[src/rtl/fwd_pkg.sv]
// Shared types for the forwarding scoreboard: producer kind codes, the per-stage
// record layout and the forward-select width helper.
package fwd_pkg;

    // Records hold addresses at this fixed width; narrower register files zero-extend.
    localparam int REC_ADDR_W = 8;

    localparam logic [1:0] KIND_ALU  = 2'd0;
    localparam logic [1:0] KIND_LOAD = 2'd1;
    localparam logic [1:0] KIND_LHI  = 2'd2;
    localparam logic [1:0] KIND_PC1  = 2'd3;

    typedef struct packed {
        logic                  valid;
        logic [REC_ADDR_W-1:0] dest;
        logic                  we;
        logic                  flag_we;
        logic [1:0]            kind;
    } fwd_rec_t;

    function automatic int fwd_sel_w(input int depth);
        return $clog2(depth + 1);
    endfunction

endpackage

[src/rtl/fwd_match_chan.sv]
// Priority search over the in-flight producer records for one consumer channel;
// the youngest (lowest-index) matching stage wins.
module fwd_match_chan
    import fwd_pkg::*;
#(
    parameter int DEPTH   = 3,
    parameter int SEL_W   = 2,
    parameter bit IS_FLAG = 1'b0
) (
    input  fwd_rec_t [DEPTH-1:0]  recs,
    input  logic [REC_ADDR_W-1:0] addr,
    input  logic                  used,
    output logic [SEL_W-1:0]      sel,
    output logic [1:0]            kind,
    output logic                  load_hit
);

    logic [DEPTH-1:0] hit;

    always_comb begin
        hit = '0;
        for (int i = 0; i < DEPTH; i++) begin
            if (IS_FLAG)
                hit[i] = recs[i].valid & used & recs[i].flag_we;
            else
                hit[i] = recs[i].valid & used & recs[i].we & (recs[i].dest == addr);
        end
    end

    // Walk from oldest to youngest so the youngest hit is the last one written.
    always_comb begin
        sel  = '0;
        kind = KIND_ALU;
        for (int i = DEPTH - 1; i >= 0; i--) begin
            if (hit[i]) begin
                sel  = SEL_W'(i + 1);
                kind = recs[i].kind;
            end
        end
    end

    assign load_hit = hit[0] & (recs[0].kind == KIND_LOAD);

endmodule

[src/rtl/fwd_scoreboard_unit.sv]
// Forwarding/hazard scoreboard: tracks producers EX/MEM..WB, selects forward sources
// and raises the load-use stall. Define FWD_STALL_CNT_EN to add the stall_cnt output.
module fwd_scoreboard_unit
    import fwd_pkg::*;
#(
    parameter int REG_ADDR_W = 3,
    parameter int NUM_SRC    = 2,
    parameter int DEPTH      = 3,
    parameter int SEL_W      = fwd_sel_w(DEPTH)
) (
    input  logic                          clk,
    input  logic                          reset,
    input  logic                          issue_valid,
    input  logic [REG_ADDR_W-1:0]         issue_dest,
    input  logic                          issue_dest_we,
    input  logic [1:0]                    issue_kind,
    input  logic                          issue_flag_we,
    input  logic [NUM_SRC*REG_ADDR_W-1:0] src_addr,
    input  logic [NUM_SRC-1:0]            src_used,
    input  logic                          uses_flags,
    input  logic                          cancel_ex_mem,
    input  logic                          flush,
    output logic [NUM_SRC*SEL_W-1:0]      fwd_sel,
    output logic [NUM_SRC*2-1:0]          fwd_kind,
    output logic [SEL_W-1:0]              fwd_flag_sel,
`ifdef FWD_STALL_CNT_EN
    output logic [15:0]                   stall_cnt,
`endif
    output logic                          stall
);

    fwd_rec_t [DEPTH-1:0] rec_q;
    fwd_rec_t [DEPTH-1:0] rec_eff;
    fwd_rec_t             rec_in;

    logic [NUM_SRC-1:0][SEL_W-1:0] chan_sel;
    logic [NUM_SRC-1:0]            chan_lu;
    logic [SEL_W-1:0]              flag_sel;
    logic [1:0]                    flag_kind;
    logic                          flag_lu;

    // A failed-condition producer in stage 1 loses its enables for matching now
    // and for every later stage it shifts into.
    always_comb begin
        rec_eff            = rec_q;
        rec_eff[0].we      = rec_q[0].we & ~cancel_ex_mem;
        rec_eff[0].flag_we = rec_q[0].flag_we & ~cancel_ex_mem;
    end

    always_comb begin
        rec_in = '0;
        if (issue_valid && !stall && !flush) begin
            rec_in.valid   = 1'b1;
            rec_in.dest    = REC_ADDR_W'(issue_dest);
            rec_in.we      = issue_dest_we;
            rec_in.flag_we = issue_flag_we;
            rec_in.kind    = issue_kind;
        end
    end

    always_ff @(posedge clk or negedge reset) begin
        if (!reset) begin
            rec_q <= '0;
        end else begin
            rec_q[0] <= rec_in;
            for (int i = DEPTH - 1; i >= 1; i--)
                rec_q[i] <= rec_eff[i-1];
        end
    end

    for (genvar c = 0; c < NUM_SRC; c++) begin : g_chan
        fwd_match_chan #(
            .DEPTH   (DEPTH),
            .SEL_W   (SEL_W),
            .IS_FLAG (1'b0)
        ) u_chan (
            .recs     (rec_eff),
            .addr     (REC_ADDR_W'(src_addr[c*REG_ADDR_W +: REG_ADDR_W])),
            .used     (src_used[c]),
            .sel      (chan_sel[c]),
            .kind     (fwd_kind[c*2 +: 2]),
            .load_hit (chan_lu[c])
        );
        assign fwd_sel[c*SEL_W +: SEL_W] = stall ? '0 : chan_sel[c];
    end

    fwd_match_chan #(
        .DEPTH   (DEPTH),
        .SEL_W   (SEL_W),
        .IS_FLAG (1'b1)
    ) u_flag (
        .recs     (rec_eff),
        .addr     ('0),
        .used     (uses_flags),
        .sel      (flag_sel),
        .kind     (flag_kind),
        .load_hit (flag_lu)
    );

    assign stall        = (|chan_lu) | (flag_lu & (flag_kind == KIND_LOAD));
    assign fwd_flag_sel = stall ? '0 : flag_sel;

`ifdef FWD_STALL_CNT_EN
    always_ff @(posedge clk or negedge reset) begin
        if (!reset)
            stall_cnt <= '0;
        else if (stall && stall_cnt != 16'hFFFF)
            stall_cnt <= stall_cnt + 16'd1;
    end
`endif

endmodule

[config.mk]
export PLATFORM = sky130hd
export DESIGN_NAME = fwd_scoreboard_unit
export DESIGN_NICKNAME = d
export VERILOG_FILES = /design/src/rtl/fwd_pkg.sv /design/src/rtl/fwd_match_chan.sv /design/src/rtl/fwd_scoreboard_unit.sv
export SDC_FILE = /design/constraint.sdc
export NUM_CORES = 1
export LEC_CHECK = 0
export ABC_AREA = 1
export CELL_PAD_IN_SITES_DETAIL_PLACEMENT = 1
export CELL_PAD_IN_SITES_GLOBAL_PLACEMENT = 2
export CORE_ASPECT_RATIO = 0.8
export CORE_UTILIZATION = 27
export DETAILED_ROUTE_END_ITERATION = 8
export GPL_TIMING_DRIVEN = 0
export PLACE_DENSITY = 0.86
export SYNTH_ARGS = -nofsm -noshare
export SYNTH_HDL_FRONTEND = slang
export SYNTH_SLANG_ARGS = --single-unit
[constraint.sdc]
create_clock -name clk -period 1.6 [get_ports clk]
set_clock_uncertainty 0.15 [all_clocks]
set_input_delay 0.32 -clock clk [delete_from_list [all_inputs] [get_ports clk]]
set_output_delay 0.32 -clock clk [all_outputs]
set_load 0.01 [all_outputs]
# [After elaboration in Yosys (flattened, before gate mapping)]
# Index checks and enable logic that the tools add are counted.
[totals] ff_bits=39 inputBits=21 output_inout_bits=11
[op_classes] n_eq_ne=8 n_mux=22 bitwise_logic=32 reduce_logical=5
[op_table] cell="8-bit by 3-bit == test with 1-bit output" count=6
[op_table] cell="2-bit 2-to-1 mux" count=21
[op_table] cell="1-bit bitwise AND" count=30
[op_table] cell="13-bit 2-to-1 mux" count=1
[op_table] cell="2-bit by 1-bit == test with 1-bit output, second input constant" count=2
[op_table] cell="1-bit logical AND" count=2
[op_table] cell="1-bit zero test" count=2
[op_table] cell="2-bit OR reduction" count=1
[op_table] cell="1-bit inverter" count=1
[op_table] cell="1-bit bitwise OR" count=1

# [Logic depth before layout (Yosys ltp)]
# Gate-level depths: netlist (run 1).
[depth] word_depth=12 depth_mapped=9 depth_no_buf=9

# [Modules after synthesis]
# From an unflattened synthesis (run 1), not the netlist that was laid out.
[hier_totals] hier_cells=340 area_unflattened_um2=2050.7
[by_module_without_submodules] module="fwd_match_chan at g_chan[0].u_chan ..." n_inst=2 cells_each=127 area_per_inst_um2=581.8 seq_area_each_um2=0.0
[by_module_without_submodules] module="fwd_scoreboard_unit" n_inst=1 cells_each=63 area_per_inst_um2=779.5 seq_area_each_um2=600.6
[by_module_without_submodules] module="fwd_match_chan at u_flag" n_inst=1 cells_each=23 area_per_inst_um2=107.6 seq_area_each_um2=0.0

# [Least setup slack after synthesis (run 1)]
# Ideal clock, no wire load.
[synth_path] path_type="reg2out" from="register rec_q (netlist bit rec_eff[19])" to="output fwd_sel[3]" arrival_ns=1.092 t_required_ns=1.130 setup_slack_ns=0.038 stages_incl_launch_ff=8 path_buffers=0 path_cell_list="dfrtp_1 inv_1 nand2_1 a21oi_1 nand2_1 o21ai_2 nand2_1 nor2_1"
[synth_between] elab_chain_cells=5
[synth_rtl] element="start, declared" line_no="fwd_scoreboard_unit.sv:32" text="fwd_rec_t [DEPTH-1:0] rec_q;"
[synth_rtl] element="start signal, assigned by index" line_no="fwd_scoreboard_unit.sv:67" text="rec_q[i] <= rec_eff[i-1];"
[synth_rtl] element="8-bit by 3-bit == test with 1-bit output" line_no="fwd_match_chan.sv:26" text="hit[i] = recs[i].valid & used & recs[i].we & (recs[i].dest == addr);"
[synth_rtl] element="1-bit bitwise AND" line_no="fwd_match_chan.sv:26"
[synth_rtl] element="2-bit 2-to-1 mux (2 in series)" line_no="fwd_match_chan.sv:35" text="if (hit[i]) begin"
[synth_rtl] element="2-bit 2-to-1 mux" line_no="fwd_scoreboard_unit.sv:84" text="assign fwd_sel[c*SEL_W +: SEL_W] = stall ? '0 : chan_sel[c];"
[synth_rtl] element="end, declared" line_no="fwd_scoreboard_unit.sv:23" text="output logic [NUM_SRC*SEL_W-1:0] fwd_sel,"
# Every way passes these cells.

# [Final worst setup path (run 1)]
[layout_path] from="register rec_q (netlist bit rec_eff[32])" to="output fwd_kind[1]"
[layout_between] elab_chain_cells=5
[layout_rtl] element="8-bit by 3-bit == test with 1-bit output" line_no="fwd_match_chan.sv:26"
[layout_rtl] element="1-bit bitwise AND" line_no="fwd_match_chan.sv:26"
[layout_rtl] element="2-bit 2-to-1 mux (3 in series)" line_no="fwd_match_chan.sv:35"
[layout_rtl] element="end, declared" line_no="fwd_scoreboard_unit.sv:24" text="output logic [NUM_SRC*2-1:0] fwd_kind,"
# Every way passes these cells.

==> run metrics, run 1 <==
Total GRT Usage=0.149; Final WS setup=-0.442 ns; Data required, critical path=roughly 1.1 ns; post-DP HPWL=2520 um; total number of vias=between 1000 and 1500; CP Capture Type=output pin; combinational share of power=0.145; Clock Path Buffers=2; NetSw=roughly 0.33 mW; ant diodes=0; pre-CTS WS=-1.12 ns; type of the worst min-delay path=input port to asynchronous set/reset pin; H-tree levels=1; Mapped Cells=~180; CTS tree=done; CTS clk-pin slew, worst paths=~0.09 ns; Root Buffer=clkbuf_8; post-layout instance count excluding filler cells=298; clock sinks=24; Die ar.=approximately 5200 um^2; Max VDD drop=just under 0.0003 V; Final Cycle Share=1.28; critical-path maximum fanout=3; Clock power frac=0.384; Hold Violations, Final=0; hold_buf cts=0; grt ovf=0; initial antenna violation count=0; CTS Buf Count=3; fin nets=260; Max Cap Viol=0; drt total wl=~3700 um; RSZ-0062 raised after global routing=true; Via density=about 4.4; Sequential Power Share=0.471; sequential-to-total area share from yosys stat=0.454; die width=around 80 um; LEAKAGE=between 1 and 1.5 nW; Remaining DRCs=0; synth warn=0; number of library cell types mapped by synthesis=16; Finish-stage setup viols=11; Least-Margin Pin Slew=1.04 ns; crit start category=register; Cell Rows=22; TNS Setup=-4.66 ns; Slew Viols, Final=0; Design Power=around 1.4 mW; status=finished with violations; vias in the first global route=1285; flops & latches, synth=24; internal power=~1.1 mW; min Tclk post-route=2.04 ns; RePlAce Congestion=between 0.7 and 0.8; global-route wire length before repair=between 5000 and 6000 um; CP arrival=between 1.5 and 2 ns; Post-Syn Nets=~200; Slew headroom=0.307; violated checks=negative setup slack; routed length per instance=12.3 um; fmax=~490 MHz; final core occ=0.454; DR iter-0 viols=59; I/O pin cnt=32; critical path type=register to output pin; number of port buffers=31; largest net degree at the start of global routing=25; share of post-route cells with drive strength above 1=0.395; switch share=0.241; Power Dens Cells=between 600 and 700 nW/um^2; dpl cells=274; TritonRoute pass-1 iters=4; Synth-to-Final Area Change=59.6%; Mapped Area=1320 um^2; Avg Inst Size Synth=7.23 um^2; Die Ht=~65 um; Clock Latency Late Sink=0.27 ns; Post-DRT Antenna Nets=0; Starting Density=0.285; Core Box Area=4650 um^2
[critical path, stage by stage, from the launching register on]
cell and delay (ns):
dfrtp_1 0.41, inv_2 0.07, nand2_2 0.05, a21oi_2 0.14, buf_4 0.13, nand3_2 0.07
nor2_2 0.11, nor2_2 0.06, nor2_1 0.11, buf_2 0.14
[through the flow]
step           hold slack (ns)  area, um^2
2_1_floorplan           -0.126        1320
6_report                0.0723        2110
4_1_cts                  0.227        1910
3_3_place_gp             0.218        1710
3_5_place_dp             0.212        1710
5_1_grt                  0.190        2110
[cell families after synthesis]
logic type,Yosys count,synth area share
compound gates,8,0.0331
flops,24,0.454
simple gates,115,0.396
buf+inv,32,0.0907
xor+xnor,4,0.0265
[power by group through the flow]
stage | logic, mW | clock network (mW) | registers [mW]
2_1_floorplan | 0.0731 | 0 | 0.655
3_3_place_gp | 0.161 | 0 | 0.660
3_5_place_dp | 0.161 | 0 | 0.661
4_1_cts | 0.168 | 0.552 | 0.649
5_1_grt | 0.224 | 0.573 | 0.656
6_report | 0.201 | 0.532 | 0.652
[flip-flops by register name (all words and copies together) (netlist names)]
signal,cells
rec_eff,22
rec_q,2
[per-layer routing]
layer | global-route usage | up-vias | share of wire
li1 | - | 665 | -
met1 | 0.203 | 609 | 0.46
met2 | 0.247 | 22 | 0.50
met3 | 0.0211 | 4 | 0.035
met4 | 0.0402 | 0 | 0.0074
met5 | 0 | - | 0
[final cells by class]
class | instances | area, um^2
fill | 583 | 2540
multi-input combinational | 127 | 815
sequential | 24 | 602
timing repair buffer | 51 | 430
inverter | 32 | 120
tap | 60 | 75.1
clock buffer | 3 | 41.3
clock inverter | 1 | 30.0
[synth_stat cells]
library cell	n	share of area
nand2_2	1	0.0047
inv_1	29	0.082
inv_2	3	0.0085
nand4_1	1	0.0047
nand4_4	1	0.016
xor2_1	2	0.013
nand3_2	2	0.015
nor2_1	25	0.071
nor2_2	9	0.043
nand2_1	58	0.16
o21ai_2	1	0.0066
a21oi_1	7	0.026
nand3_4	1	0.013
dfrtp_1	24	0.45
nand3_1	17	0.064
xnor2_1	2	0.013
[path summary, 6_finish.rpt]
path                                  startpoint                     to  slack (ns)  cells past startpoint
max                        rec_eff[32]$_DFF_PN0_            fwd_kind[1]       -0.44                      9
min                                        reset   rec_eff[4]$_DFF_PN0_        0.07                      1
max reg2reg                rec_eff[12]$_DFF_PN0_   rec_eff[4]$_DFF_PN0_        0.14                      8
min reg2reg                rec_eff[15]$_DFF_PN0_  rec_eff[28]$_DFF_PN0_        0.23                      0
max in group asynchronous                  reset   rec_eff[6]$_DFF_PN0_        0.54                      1
min in group clk           rec_eff[15]$_DFF_PN0_  rec_eff[28]$_DFF_PN0_        0.23                      0
[timing repair]
action,CTS,global route
pin swaps,15,17
buffers inserted,15,5
resized for setup,75,47
setup endpoints to repair,18,35
[cells in the final DEF (no fill, tap or decap), drive strengths merged]
master         synthesis  routed
nor2                  34      34
a21oi                  7       7
nand3                 20      20
dlymetal6s2s           0       2
dlygate4sd2            0       7
dfrtp                 24      24
clkbuf                 0       3
xor2                   2       2
bufinv                 0       1
o21ai                  1       1
clkdlybuf4s15          0       2
inv                   32      32
nand2                 59      59
buf                    0      31
xnor2                  2       2
nand4                  2       2
clkdlybuf4s50          0       9
Power figures use the tool's default switching activity.
==> run 2: changes to the inputs <==
- TNS_END_PERCENT: unset -> 5
==> run metrics, run 2 (synthesized netlist as in run 1, its figures left out) <==
status=finished with violations; violated checks=negative setup slack; Power Dens Cells=about 680 nW/um^2; critical-path maximum fanout=4; min Tclk post-route=about 2.1 ns; pre-CTS WS=-1.12 ns; CP Capture Type=output pin; Die Ht=between 60 and 70 um; initial antenna violation count=0; Post-Layout Inst Area=2030 um^2; FILL cells=between 500 and 600; LEAKAGE=roughly 1.1 nW; ant diodes=0; RePlAce Congestion=about 0.74; Root Buffer=clkbuf_8; Clock Path Buffers=2; CP arrival=between 1.5 and 2 ns; fmax=between 400 and 500 MHz; CTS Buf Count=3; I/O pin cnt=32; Via density=between 4 and 5; Remaining DRCs=0; Total GRT Usage=0.145; die width=80.3 um; H-tree levels=1; type of the worst min-delay path=input port to asynchronous set/reset pin; Max VDD drop=~0.00029 V; Least-Margin Pin Slew=approximately 1.1 ns; Hold Violations, Final=0; total number of vias=about 1300; TNS Setup=-4.80 ns; fin nets=~260; CTS clk-pin slew, worst paths=approximately 0.09 ns; commonest non-fill, non-tap cell in the layout=nand2_1; Post-Route Hold Slack=just under 0.08 ns; CTS tree=done; Synth-to-Final Area Change=53.1%; RSZ-0062 raised after global routing=true; crit start category=register; Max Cap Viol=0; Starting Density=0.285; Core Box Area=between 4000 and 5000 um^2; global-route wire length before repair=around 5700 um; Final WS setup=-0.498 ns; Slew headroom=0.291; Data required, critical path=about 1.1 ns; critical path type=register to output pin; clock sinks=24; Final Cycle Share=1.31; post-DP HPWL=about 2500 um; Clock Latency Late Sink=roughly 0.27 ns; TritonRoute pass-1 iters=4; hold_buf cts=0; Die ar.=5190 um^2; grt ovf=0; routed length per instance=around 12 um; largest net degree at the start of global routing=25; max reg flops=22; drt total wl=3610 um; vias in the first global route=roughly 1200; DP Area=about 1700 um^2; DR iter-0 viols=47; Finish-stage setup viols=11; Slew Viols, Final=0; Post-DRT Antenna Nets=0; commonest cells after routing, fill and taps aside=48 x nand2_1, 24 x inv_1, 23 x dfrtp_1; Cell Rows=22; number of port buffers=31; share of post-route cells with drive strength above 1=0.363; worst reg-to-reg setup slack=between 0.1 and 0.15 ns
## run 2: worst paths after layout
| check | endpoint | cells after the start | start |
|---|---|---|---|
| worst max-delay path | fwd_sel[2] | 9 | rec_eff[5]$_DFF_PN0_ |
| worst min-delay path | rec_eff[4]$_DFF_PN0_ | 1 | reset |
| worst max register to register | rec_eff[6]$_DFF_PN0_ | 8 | rec_eff[12]$_DFF_PN0_ |
| worst min register to register | rec_eff[28]$_DFF_PN0_ | 0 | rec_eff[15]$_DFF_PN0_ |
| max in group asynchronous | rec_eff[6]$_DFF_PN0_ | 1 | reset |
| min in group clk | rec_eff[28]$_DFF_PN0_ | 0 | rec_eff[15]$_DFF_PN0_ |
## run 2: worst max-delay path, stage by stage, from the launching register on
cell and delay [ns]:
dfrtp_1 0.44, inv_2 0.08, nand2_1 0.05, nand2_1 0.10
nor2_4 0.06, nand3_4 0.09, nand3_4 0.11, buf_6 0.15
a21oi_1 0.13, buf_2 0.15
## run 2: cell type report
type                    instances  area [um^2]  share of cell area
multi-input cells             127          743               0.367
flip-flops and latches         24          602               0.297
repair buffers                 50          415               0.205
clock inverters                 1         30.0              0.0148
clock buffers                   3         41.3              0.0204
inverters                      32          120              0.0593
well taps                      60         75.1              0.0370
## run 2: repair_timing
action                     in CTS  in global routing
setup buffers                  13                  6
pin swaps                      12                 13
resized for setup              68                 37
setup endpoints to repair      18                 35
## run 2: stage by stage
stage | util | instances | total power [mW]
CTS | 0.401 | 291 | 1.36
global placement | 0.367 | 274 | 0.821
detailed placement | 0.367 | 274 | 0.822
finish | 0.436 | 297 | 1.38
global route | 0.436 | 297 | 1.44
floorplan | - | 183 | 0.728
## run 2: power breakdown
group          total, mW  switching (mW)  internal, mW
sequential         0.651          0.0215         0.629
clock              0.536           0.201         0.335
combinational      0.190           0.105        0.0853
## run 2: per-layer routing
| layer | vias up | GRT usage | share of wire |
|---|---|---|---|
| met3 | 4 | 0.0211 | 0.027 |
| met1 | 593 | 0.205 | 0.48 |
| li1 | 663 | - | - |
| met5 | - | 0 | 0 |
| met2 | 21 | 0.229 | 0.48 |
| met4 | 0 | 0.0402 | 0.0083 |
